==> config.mk <==
export PLATFORM = sky130hd
export DESIGN_NAME = recon_writer_luma4x4_flat
export DESIGN_NICKNAME = d
export VERILOG_FILES = /design/src/rtl/recon_writer_luma4x4_pkg.sv /design/src/rtl/recon_writer_luma4x4_if.sv /design/src/rtl/recon_writer_luma4x4_addr_gen.sv /design/src/rtl/recon_writer_luma4x4.sv /design/src/flat_wrapper.sv
export SDC_FILE = /design/constraint.sdc
export NUM_CORES = 1
export LEC_CHECK = 0
export ABC_AREA = 0
export CAP_MARGIN = 20
export CELL_PAD_IN_SITES_DETAIL_PLACEMENT = 0
export CELL_PAD_IN_SITES_GLOBAL_PLACEMENT = 1
export CORE_ASPECT_RATIO = 0.8
export CORE_MARGIN = 4
export CORE_UTILIZATION = 34
export DETAILED_ROUTE_END_ITERATION = 10
export PLACE_DENSITY_LB_ADDON = 0.1
export SLEW_MARGIN = 20
export SYNTH_ARGS = -nofsm -noshare
export SYNTH_HDL_FRONTEND = slang
export SYNTH_SLANG_ARGS = --single-unit
==> constraint.sdc <==
create_clock -name clk -period 3 [get_ports clk]
set_clock_uncertainty 0.15 [all_clocks]
set_input_delay 0.75 -clock clk [delete_from_list [all_inputs] [get_ports clk]]
set_output_delay 0.75 -clock clk [all_outputs]
set_load 0.01 [all_outputs]
==> src/rtl/recon_writer_luma4x4_pkg.sv <==
// Shared constants, FSM state type and frame geometry helpers for the luma 4x4 datapath.
package intra_pkg;

    localparam int unsigned LUMA_BLK = 4;
    localparam int unsigned PIX_W    = 8;
    localparam int unsigned MBNUM_W  = 13;
    localparam int unsigned WORD_PIX = 4;
    localparam int unsigned BLK_W    = LUMA_BLK * LUMA_BLK * PIX_W;
    localparam int unsigned WORD_W   = WORD_PIX * PIX_W;

    typedef enum logic [1:0] {
        IDLE  = 2'd0,
        WRITE = 2'd1,
        DONE  = 2'd2
    } wr_state_e;

    // 4x4 blocks per frame row.
    function automatic int unsigned calc_bpr(input int unsigned width);
        return width / LUMA_BLK;
    endfunction

    // 4x4 blocks per frame.
    function automatic int unsigned calc_num_blk(input int unsigned width,
                                                 input int unsigned length);
        return (length / LUMA_BLK) * calc_bpr(width);
    endfunction

endpackage

==> src/rtl/recon_writer_luma4x4_if.sv <==
// Block input handshake, frame-buffer write port and status outputs of the recon writer.
interface recon_writer_luma4x4_if
    import intra_pkg::*;
#(
    parameter int unsigned ADDR_W = 14
);
    logic                 in_valid;
    logic                 in_ready;
    logic [MBNUM_W-1:0]   mbnumber;
    logic [BLK_W-1:0]     blk;
    logic                 mem_we;
    logic [ADDR_W-1:0]    mem_addr;
    logic [WORD_W-1:0]    mem_wdata;
    logic                 blk_done;
    logic                 frame_done;
    logic                 err;
    logic [MBNUM_W-1:0]   blk_count;

    modport slave (
        input  in_valid, mbnumber, blk,
        output in_ready, mem_we, mem_addr, mem_wdata, blk_done, frame_done, err, blk_count
    );

    modport master (
        output in_valid, mbnumber, blk,
        input  in_ready, mem_we, mem_addr, mem_wdata, blk_done, frame_done, err, blk_count
    );
endinterface

==> src/rtl/recon_writer_luma4x4_addr_gen.sv <==
// Raster 4x4 block index -> word address of the block's top row, plus range check.
module luma4x4_addr_gen
    import intra_pkg::*;
#(
    parameter int unsigned WIDTH  = 256,
    parameter int unsigned LENGTH = 256,
    parameter int unsigned ADDR_W = 14
) (
    input  logic [MBNUM_W-1:0] i_mbnumber,
    output logic [ADDR_W-1:0]  o_base,
    output logic               o_in_range
);
    localparam int unsigned BPR     = calc_bpr(WIDTH);
    localparam int unsigned NUM_BLK = calc_num_blk(WIDTH, LENGTH);

    logic [31:0] w_m;
    logic [31:0] w_brow;
    logic [31:0] w_bcol;

    assign w_m    = 32'(i_mbnumber);
    assign w_brow = w_m / BPR;
    assign w_bcol = w_m % BPR;

    // Top row word address: (4*brow*WIDTH + 4*bcol)/4 = brow*WIDTH + bcol.
    assign o_base     = ADDR_W'(w_brow * WIDTH + w_bcol);
    assign o_in_range = (w_m < NUM_BLK);

endmodule

==> src/rtl/recon_writer_luma4x4.sv <==
// Writes one reconstructed 4x4 luma block, a row per cycle, into the reconstructed frame buffer.
module recon_writer_luma4x4
    import intra_pkg::*;
#(
    parameter int unsigned LENGTH = 256,
    parameter int unsigned WIDTH  = 256,
    parameter int unsigned ADDR_W = 14
) (
    input  logic                    clk,
    input  logic                    reset,
    recon_writer_luma4x4_if.slave   bus
);
    localparam int unsigned BPR     = calc_bpr(WIDTH);
    localparam int unsigned NUM_BLK = calc_num_blk(WIDTH, LENGTH);

    wr_state_e            r_state;
    wr_state_e            w_state_d;
    logic [1:0]           r_row;
    logic [ADDR_W-1:0]    r_base;
    logic [BLK_W-1:0]     r_blk;
    logic                 r_last;
    logic                 r_err;
    logic [MBNUM_W-1:0]   r_blk_count;

    logic                 w_in_ready;
    logic                 w_hs;
    logic                 w_mem_we;
    logic                 w_blk_done;
    logic                 w_frame_done;
    logic [ADDR_W-1:0]    w_base;
    logic                 w_in_range;
    logic [ADDR_W-1:0]    w_row_off;

    luma4x4_addr_gen #(
        .WIDTH  (WIDTH),
        .LENGTH (LENGTH),
        .ADDR_W (ADDR_W)
    ) u_addr_gen (
        .i_mbnumber (bus.mbnumber),
        .o_base     (w_base),
        .o_in_range (w_in_range)
    );

    // State register.
    always_ff @(posedge clk) begin
        if (reset) begin
            r_state <= IDLE;
        end else begin
            r_state <= w_state_d;
        end
    end

    // Next-state decode and per-state control outputs.
    always_comb begin
        w_state_d    = r_state;
        w_in_ready   = 1'b0;
        w_hs         = 1'b0;
        w_mem_we     = 1'b0;
        w_blk_done   = 1'b0;
        w_frame_done = 1'b0;
        unique case (r_state)
            IDLE: begin
                w_in_ready = 1'b1;
                w_hs       = bus.in_valid;
                if (w_hs && w_in_range) begin
                    w_state_d = WRITE;
                end
            end
            WRITE: begin
                w_mem_we = 1'b1;
                if (r_row == 2'd3) begin
                    w_state_d = DONE;
                end
            end
            DONE: begin
                w_blk_done   = 1'b1;
                w_frame_done = r_last;
                w_state_d    = IDLE;
            end
            default: begin
                w_state_d = IDLE;
            end
        endcase
    end

    // Block capture at handshake, row sequencing, error pulse and completed-block counter.
    always_ff @(posedge clk) begin
        if (reset) begin
            r_row       <= 2'd0;
            r_base      <= '0;
            r_blk       <= '0;
            r_last      <= 1'b0;
            r_err       <= 1'b0;
            r_blk_count <= '0;
        end else begin
            r_err <= w_hs && !w_in_range;
            if (w_hs && w_in_range) begin
                r_blk  <= bus.blk;
                r_base <= w_base;
                r_last <= (32'(bus.mbnumber) == NUM_BLK - 1);
                r_row  <= 2'd0;
            end
            if (w_mem_we) begin
                r_row <= r_row + 2'd1;
            end
            // Count lands with the last row so it is visible alongside blk_done.
            if (w_mem_we && (r_row == 2'd3)) begin
                r_blk_count <= r_last ? '0 : r_blk_count + 1'b1;
            end
        end
    end

    assign w_row_off = ADDR_W'(32'(r_row) * BPR);

    assign bus.in_ready   = w_in_ready & ~reset;
    assign bus.mem_we     = w_mem_we;
    assign bus.mem_addr   = w_mem_we ? (r_base + w_row_off) : '0;
    assign bus.mem_wdata  = w_mem_we ? r_blk[{r_row, 5'd0} +: WORD_W] : '0;
    assign bus.blk_done   = w_blk_done;
    assign bus.frame_done = w_frame_done;
    assign bus.err        = r_err;
    assign bus.blk_count  = r_blk_count;

endmodule

==> src/flat_wrapper.sv <==
// flat-port wrapper written by rule: the top's interface ports become plain ports
module recon_writer_luma4x4_flat import intra_pkg::*;
#(
    parameter int unsigned LENGTH = 256,
    parameter int unsigned WIDTH  = 256,
    parameter int unsigned ADDR_W = 14
)
  (clk, reset, bus_in_valid, bus_mbnumber, bus_blk, bus_in_ready, bus_mem_we, bus_mem_addr, bus_mem_wdata, bus_blk_done, bus_frame_done, bus_err, bus_blk_count);
  recon_writer_luma4x4_if #(.ADDR_W(ADDR_W)) bus_i ();
  input  logic clk;
  input  logic reset;
  input wire logic [$bits(bus_i.in_valid)-1:0] bus_in_valid;
  input wire logic [$bits(bus_i.mbnumber)-1:0] bus_mbnumber;
  input wire logic [$bits(bus_i.blk)-1:0] bus_blk;
  output wire logic [$bits(bus_i.in_ready)-1:0] bus_in_ready;
  output wire logic [$bits(bus_i.mem_we)-1:0] bus_mem_we;
  output wire logic [$bits(bus_i.mem_addr)-1:0] bus_mem_addr;
  output wire logic [$bits(bus_i.mem_wdata)-1:0] bus_mem_wdata;
  output wire logic [$bits(bus_i.blk_done)-1:0] bus_blk_done;
  output wire logic [$bits(bus_i.frame_done)-1:0] bus_frame_done;
  output wire logic [$bits(bus_i.err)-1:0] bus_err;
  output wire logic [$bits(bus_i.blk_count)-1:0] bus_blk_count;
  assign bus_i.in_valid = bus_in_valid;
  assign bus_i.mbnumber = bus_mbnumber;
  assign bus_i.blk = bus_blk;
  assign bus_in_ready = bus_i.in_ready;
  assign bus_mem_we = bus_i.mem_we;
  assign bus_mem_addr = bus_i.mem_addr;
  assign bus_mem_wdata = bus_i.mem_wdata;
  assign bus_blk_done = bus_i.blk_done;
  assign bus_frame_done = bus_i.frame_done;
  assign bus_err = bus_i.err;
  assign bus_blk_count = bus_i.blk_count;
  recon_writer_luma4x4 #(.LENGTH(LENGTH), .WIDTH(WIDTH), .ADDR_W(ADDR_W)) u_core (.clk(clk), .reset(reset), .bus(bus_i));
endmodule
---- Yosys cells after proc, flatten, opt, wreduce, memory -nomap -nowiden ----
Index checks and enable logic that the tools add are counted.
operators by class
  $add $sub $neg .......................... 4
  eq/ne operators ......................... 6
  bitwise operators ....................... 2
  muxes and demuxes ....................... 13
  shift operators ......................... 1
  div/mod/pow operators ................... 0
  reduce and logical (&&, ||, !) cells .... 8
  order comparisons ....................... 1
  multipliers ............................. 0
operators with widths
  cell                                                               number
  128-bit by 8-bit indexed part select with 32-bit output            1
  32-bit 2-to-1 mux                                                  1
  14-bit by 6-bit adder with 14-bit output                           1
  14-bit by 8-bit adder with 14-bit output                           1
  14-bit 2-to-1 mux                                                  1
  13-bit by 1-bit adder with 13-bit output, second input constant    1
  13-bit by 12-bit == test with 1-bit output, second input constant  1
  13-bit less-than comparator, second input constant                 1
  13-bit 2-to-1 mux                                                  1
  2-bit 2-to-1 mux                                                   4
  1-bit 2-to-1 mux                                                   5
  2-bit == test, second input constant                               2
  1-bit logical AND                                                  4
  2-bit by 1-bit != test with 1-bit output, second input constant    2
  2-bit case mux with 2 select lines                                 1
  2-bit by 1-bit adder with 2-bit output, second input constant      1
  2-bit by 1-bit == test with 1-bit output, second input constant    1
  2-bit zero test                                                    1
  2-bit AND reduction                                                1
  2-bit nonzero test                                                 1
  1-bit AND                                                          1
  1-bit zero test                                                    1
  1-bit inverter                                                     1
storage, ports and cells
  memory bits (writable) .................. 0
  bits in latches ......................... 0
  bits in read-only memories .............. 0
  register bits ........................... 161
  memories kept ........................... 0
  output and inout bits ................... 64

---- Depth between registers and ports, before layout ----
Gate-level depths: netlist of the first run.
  depth after elaboration ................. 5
  mapped depth ............................ 7
  mapped depth without buffers ............ 4

---- Modules after synthesis ----
Synthesis of the first run repeated with hierarchy kept, for this count alone.
unflattened totals
  cells, all modules ...................... 844
  area total of the unflattened synthesis .. 7,103.1 um^2
by module, submodules not included
  module                instances  sequential area each (um^2)  area an instance (um^2)  cells an instance
  recon_writer_luma4x4  1          3,223.1                      6,990.5                  828
  luma4x4_addr_gen      1          0.0                          112.6                    16

---- Worst setup path after synthesis of the first run ----
No wires, ideal clock.
  path kind ............................... reg-to-output
  from .................................... register u_core.r_row[0]
  to ...................................... output port bus_mem_wdata[10]
  data arrival time ....................... 1,722 ps
  slack ................................... 378 ps
  stages on the path, launching flop included .. 5
  required time ........................... 2,100 ps
  path buffers ............................ 2
  cells stage by stage .................... dfxtp_1 > clkbuf_1 > buf_2 > mux4_2 > and2_1
between the ends
  word-level cells in the longest chain between the ends .. 2
ends and longest elaborated chain
  what                                                     line                         RTL
  from (decl)                                              recon_writer_luma4x4.sv:18   logic [1:0] r_row;
  from (signal assigned)                                   recon_writer_luma4x4.sv:104  r_row <= r_row + 2'd1;
  128-bit by 8-bit indexed part select with 32-bit output  recon_writer_luma4x4.sv:118  assign bus.mem_wdata = w_mem_we ? r_blk[{r_row, 5'd0} +: WORD_W] : '0;
  32-bit 2-to-1 mux                                        recon_writer_luma4x4.sv:118
  to (decl)                                                flat_wrapper.sv:18           output wire logic [$bits(bus_i.mem_wdata)-1:0] bus_mem_wdata;
No other way between the ends.

---- Final worst setup path of the first run ----
  from .................................... register u_core.r_row[0]
  to ...................................... output port bus_mem_wdata[19]
Same word-level chain as after synthesis.

==> results.py, run 1 <==
metrics = {
    "run_status": {
        "outcome": "completed",
    },
    "synthesis": {
        "ys_warn_count": 0,
        "ys.flop_type": "dfxtp_1",
        "synth_top_area_share": 0.4738,
        "ys_top_cells_by_count": "nand2_1, dfxtp_1, a21oi_1",
        "ys_seq_elements": 159,
        "synth_edf_count": 0,
        "synth_cell_types": 31,
        "yosysSeqAreaShare": 0.4738,
        "synth_area_sq_mm": 0.006718,
        "netlist_instances": 802,
        "yosysTopAreaCell": "dfxtp_1",
        "syn_nets": 948,
        "yosys-top-cells-area": "dfxtp_1, nand2_1, a21oi_1",
        "synth_most_common_cell": "nand2_1",
        "synth_area_per_cell_sq_um": 8.376,
        "async_reset_ff_frac": 0,
    },
    "global_routing": {
        "antenna_found_initial": 2,
        "grt_pass1_vias": 5856,
        "grt_pass1_wl_mm": 31.17,
        "grt_max_degree": 153,
        "grt_overflow": 0,
        "grt_use_total": 0.1783,
    },
    "setup_path": {
        "worstSetupPathType": "register to primary output",
        "cp_data_required_time_ns": 2.10,
        "cp_max_fo": 9,
        "critPathMaxStageDelay_ns": 0.50,
        "cp_cell_sequence": "buf_12 -> buf_16 -> mux4_2 -> and2_1 -> dlygate4sd2_1",
        "cp_slowest_cell": "mux4_2",
        "worst-path-buf-inv": 3,
        "reg2reg_depth": 6,
        "startpoint_type": "register",
        "r2r-start": "u_core.r_row[0]",
        "cp_data_arrival_time_ns": 2.00,
        "r2r-end": "u_core.bus.blk_count[6]",
        "critPathTopFamily": "buffers and inverters",
        "r2r_slack_ns": 0.70,
        "end_kind": "primary output",
    },
    "power_and_ir_drop": {
        "p_leak_uw": 0.003534,
        "ir_worst_vdd_v": 0.0003120,
        "power.density_mw_per_mm2": 521.6,
        "power.total_uw": 5044,
    },
    "timing": {
        "finalCritPeriodShare": 0.9673,
        "worst_slack_ns": 0.09814,
        "setup-violations-final": 0,
        "timing.setup.tns_ns": 0,
        "max_freq_mhz": 344.6,
        "timing.hold.ws_ns": 0.3000,
        "worst_slew_pin_slew_ns": 0.7673,
        "slew_violations": 0,
        "fin_crit_ns": 2.902,
        "finalHoldViolations": 0,
        "slew_headroom": 0.4885,
        "rsz0062_at_grt": "no",
    },
    "drt": {
        "drcViolationCount": 0,
        "wl_per_cell_um": 15.85,
        "drt-initial-drc-count": 318,
        "antenna_left": 0,
        "routed_via_density": 4.781,
        "drt_wl_total_mm": 19.83,
        "dr.pass1.iters": 4,
        "vias": 5981,
    },
    "place": {
        "pre_cts_slack_ns": 0.3243,
        "dp_hpwl_mm": 12.44,
        "portBuffers": 207,
        "placed_cells": 1216,
        "place_congestion": 0.7450,
    },
    "finish": {
        "fin_nets": 1126,
        "drive_gt1_frac": 0.08468,
        "final_cells": 1251,
        "fillers": 1896,
        "area_delta_synth_final_pct": 43.96,
    },
    "floorplanning": {
        "die-area_sq_mm": 0.02209,
        "fp.dieH_um": 133.7,
        "core-area_sq_mm": 0.01920,
        "initial_utilization": 0.3499,
        "ioPinCount": 208,
        "die_width_um": 165.2,
        "row_count": 45,
    },
    "clocking": {
        "cts_made_buffers": 17,
        "ctsHoldBuffers": 0,
        "cts.path.max_buffers": 2,
        "cts_root_buffer": "clkbuf_16",
        "htreeDepth": 4,
        "cts_tree": "done",
        "clock-sinks": 159,
        "clk_pin_slew_ns": 0.06,
        "clk_latency_ns": 0.42,
    },
    "run": {
        "drv_cap": 0,
    },
    "hold_path": {
        "hp-start": "u_core.r_base[2]",
        "min_path_cells": 2,
        "min_path_type": "register to register",
        "hold_end": "u_core.r_base[2]",
    },
}
[registers in the layout, summed over array words and instances (netlist names)]
register / flops
u_core.bus.blk_count: 13
u_core.r_last: 1
u_core.r_blk: 128
u_core.r_row: 2
u_core.r_state: 2
u_core.r_base: 12
u_core.bus.err: 1
[cell usage in the layout (no fill, tap or decap), drive strengths merged, types with 4 or more instances in the layout]
| cell type | netlist | layout |
|---|---|---|
| nand2 | 287 | 287 |
| clkdlybuf4s50 | 0 | 173 |
| dfxtp | 159 | 159 |
| a21oi | 151 | 151 |
| and2 | 47 | 47 |
| mux4 | 32 | 32 |
| dlygate4sd2 | 0 | 32 |
| clkbuf | 58 | 19 |
| buf | 5 | 16 |
| nand3 | 7 | 7 |
| inv | 3 | 6 |
| nand4 | 5 | 5 |
| or4 | 5 | 5 |
| nor2 | 4 | 4 |
| nand3b | 4 | 4 |
[worst max-delay path by stage]
stage / startpoint / end / depth (start not counted)
detailed placement: bus_mbnumber[12] / u_core.r_last / 4
global placement: u_core.r_row[0] / bus_mem_wdata[24] / 4
CTS: u_core.r_state[1] / bus_mem_addr[0] / 5
finish: u_core.r_row[0] / bus_mem_wdata[19] / 5
global route: u_core.r_row[0] / bus_mem_wdata[4] / 4
floorplan: u_core.r_row[0] / bus_mem_wdata[10] / 4
[kinds of logic (layout without fill, tap and decap cells)]
logic type | count (synthesis) | in the layout | share of synthesized area
compound gates | 159 | 159 | 0.1205
xor+xnor | 2 | 2 | 0.002608
fa+ha+maj | 2 | 2 | 0.003724
buf+inv | 66 | 256 | 0.03874
flops | 159 | 159 | 0.4738
mux | 35 | 35 | 0.1118
other cells | 0 | 1 | 0
simple gates | 379 | 379 | 0.2488
[metrics by stage]
| stage | cell area [sq um] | utilization |
|---|---|---|
| after floorplan | 6718 | - |
| after detailed placement | 9041 | 0.4709 |
| after global routing | 9671 | 0.5037 |
| final | 9671 | 0.5037 |
| after CTS | 9657 | 0.5030 |
| after global placement | 9041 | 0.4709 |
[worst reg2reg max path, stage by stage (launching register included)]
cell and delay (ns):
dfxtp_4 0.39, buf_12 0.19, buf_4 0.14, ha_1 0.27
nand4b_1 0.41, or4_1 0.54, a21oi_1 0.15
[repair_timing]
| item | CTS | global route |
|---|---|---|
| gates cloned | 1 | 0 |
| pin swaps | 0 | 0 |
| endpoints found under the setup margin | 33 | 12 |
| buffers inserted | 2 | 0 |
| endpoints found under the hold margin | 0 | 0 |
| resized for setup | 35 | 3 |
[report_power, final]
group          total (uW)  leakage, uW  switching [uW]  internal [uW]
logic                 592      0.00196             263            329
registers            2250      0.00130            44.8           2200
clock network        2200     0.000280             892           1310
total                5040      0.00353            1200           3840
[per-layer routing]
metal	vias to the layer above	part of all wire	wire [um]	track usage
met5	-	0.00066	13	0
met4	2	0.012	236	0.04896
met3	18	0.072	1419	0.05506
met2	153	0.43	8614	0.2593
met1	2756	0.48	9542	0.2556
li1	3052	-	-	-
[cell type report]
cell class,instances,area [sq um],share of cell area
Multi-Input combinational cell,577,3287,0.3399
Sequential cell,159,3188,0.3297
Timing Repair Buffer,222,2265,0.2342
Clock buffer,19,432.9,0.04477
Tap cell,258,322.8,0.03338
Clock inverter,12,161.4,0.01669
Inverter,3,11.26,0.001164
Antenna cell,1,2.502,0.0002588
No activity file was read; power rests on OpenSTA's default activity.
==> run 2, diff against run 1 <==
Settings changed: SETUP_SLACK_MARGIN set to 0.05.
==> run 2 against run 1 <==
Net effect: via count is 0.25% higher; non-clock buffer count increased by 1; sequential power about the same; final cell count is essentially flat; first-iteration DRC count fell by 3.1%; core utilization is 0.091 points lower; combinational power about the same; critical path type unchanged; largest power group unchanged; highest routed layer unchanged.
==> results.py, run 2 (synthesized netlist as in run 1, its figures left out) <==
metrics = {
    "run_status": {
        "outcome": "completed",
    },
    "global_routing": {
        "grt_max_degree": 153,
        "antenna_found_initial": 2,
        "grt_pass1_vias": 5874,
        "grt_use_total": 0.1794,
        "grt_overflow": 0,
        "grt_pass1_wl_mm": 31.35,
    },
    "clocking": {
        "clk_pin_slew_ns": 0.06,
        "htreeDepth": 4,
        "clock-sinks": 159,
        "cts_made_buffers": 17,
        "cts.path.max_buffers": 2,
        "clk_latency_ns": 0.42,
        "cts_tree": "done",
        "cts_root_buffer": "clkbuf_16",
    },
    "timing": {
        "fin_crit_ns": 2.871,
        "slew_headroom": 0.4658,
        "slew_violations": 0,
        "worst_slew_pin_slew_ns": 0.8014,
        "timing.setup.tns_ns": 0,
        "finalHoldViolations": 0,
        "max_freq_mhz": 348.4,
        "setup-violations-final": 0,
        "finalCritPeriodShare": 0.9569,
        "rsz0062_at_grt": "yes",
    },
    "floorplanning": {
        "row_count": 45,
        "die_width_um": 165.2,
        "die-area_sq_mm": 0.02209,
        "core-area_sq_mm": 0.01920,
        "ioPinCount": 208,
        "initial_utilization": 0.3499,
        "fp.dieH_um": 133.7,
    },
    "run": {
        "drv_cap": 0,
    },
    "setup_path": {
        "r2r-start": "u_core.r_row[0]",
        "worstSetupPathType": "register to primary output",
        "cp-startpoint": "u_core.r_row[0]",
        "r2r_slack_ns": 0.74,
        "cp_data_arrival_time_ns": 1.97,
        "cp_max_fo": 10,
        "startpoint_type": "register",
        "cp_data_required_time_ns": 2.10,
        "end_kind": "primary output",
    },
    "drt": {
        "antenna_left": 0,
        "drt_wl_total_mm": 19.94,
        "vias": 5996,
        "wl_per_cell_um": 15.93,
        "drt-initial-drc-count": 308,
        "routed_via_density": 4.789,
        "drcViolationCount": 0,
        "dr.pass1.iters": 4,
    },
    "finish": {
        "area_delta_synth_final_pct": 43.70,
        "final_common_cell": "nand2_1",
        "fin_nets": 1127,
        "stdcell_area_sq_mm": 0.009653,
        "fillers": 1895,
        "largest_reg_flops": 128,
        "regMostFlops": "u_core.r_blk",
        "drive_gt1_frac": 0.09466,
        "final_cell_mix": "nand2_1, clkdlybuf4s50_1, dfxtp_1",
    },
    "place": {
        "place_congestion": 0.7450,
        "portBuffers": 207,
        "dp_hpwl_mm": 12.44,
        "dpl_cell_area_sq_mm": 0.009041,
    },
    "hold_path": {
        "hp-start": "u_core.r_base[13]",
        "min_path_type": "register to register",
    },
    "power_and_ir_drop": {
        "p_leak_uw": 0.003513,
        "ir_worst_vdd_v": 0.0003125,
        "power.density_mw_per_mm2": 523.5,
    },
}
[run 2: changes by cell type in the layout (fill, tap and decap cells not counted)]
cell / before / now
buf_2: 0 / 8
buf_6: 0 / 1
clkdlybuf4s15_1: 0 / 1
dlygate4sd2_1: 32 / 23
inv_1: 3 / 2
inv_2: 0 / 1
[run 2: final timing paths]
| check | end | cells after the start |
|---|---|---|
| max | bus_mem_wdata[24] | 4 |
| min | u_core.r_base[13] | 2 |
| max reg2reg | u_core.bus.blk_count[6] | 6 |
| min reg2reg | u_core.r_base[13] | 2 |
[run 2: per-layer routing]
layer | global-route usage | wire length [um] | up-vias
li1 | - | - | 3052
met1 | 0.2571 | 9781 | 2771
met2 | 0.2613 | 8570 | 151
met3 | 0.05506 | 1319 | 20
met4 | 0.04896 | 257 | 2
met5 | 0 | 13 | -
[run 2: timing repair]
action | 4_1_cts | 5_1_grt
hold buffers | 0 | 0
cloned | 2 | 0
buffers inserted | 3 | 0
gates resized for setup | 62 | 4
endpoints found under the setup margin | 46 | 18
pin swaps | 0 | 0
[run 2: cell type report]
cell class | instances | area [sq um] | share of cell area
Multi-Input combinational cell | 577 | 3287 | 0.3405
Clock buffer | 19 | 432.9 | 0.04485
Tap cell | 258 | 322.8 | 0.03344
Sequential cell | 159 | 3188 | 0.3303
Antenna cell | 1 | 2.502 | 0.0002592
Clock inverter | 12 | 161.4 | 0.01672
Timing Repair Buffer | 223 | 2247 | 0.2328
Inverter | 3 | 11.26 | 0.001167
[run 2: critical path, stage by stage, from the launching register on]
cell	delay (ns)
dfxtp_4	0.41
buf_12	0.17
mux4_2	0.52
and2_1	0.16
dlygate4sd2_1	0.27
[run 2: power by group]
part	total, uW	internal [uW]	leakage (uW)	switching [uW]
clock	2210	1310	0.000280	897
combinational	595	330	0.00194	265
sequential	2250	2200	0.00130	45.6
[run 2: through the flow]
stage               total power (uW)  std cells  hold slack, ns  setup slack, ns    util
global placement                2882       1216          0.2898           0.3303  0.4709
CTS                             5117       1252          0.3019          0.06972  0.5036
finish                          5053       1252          0.3009           0.1294  0.5028
detailed placement              2883       1216          0.2933           0.3243  0.4709
floorplan                       2566        802          0.2817           0.3779       -
global route                    5261       1252          0.3206          0.04988  0.5028
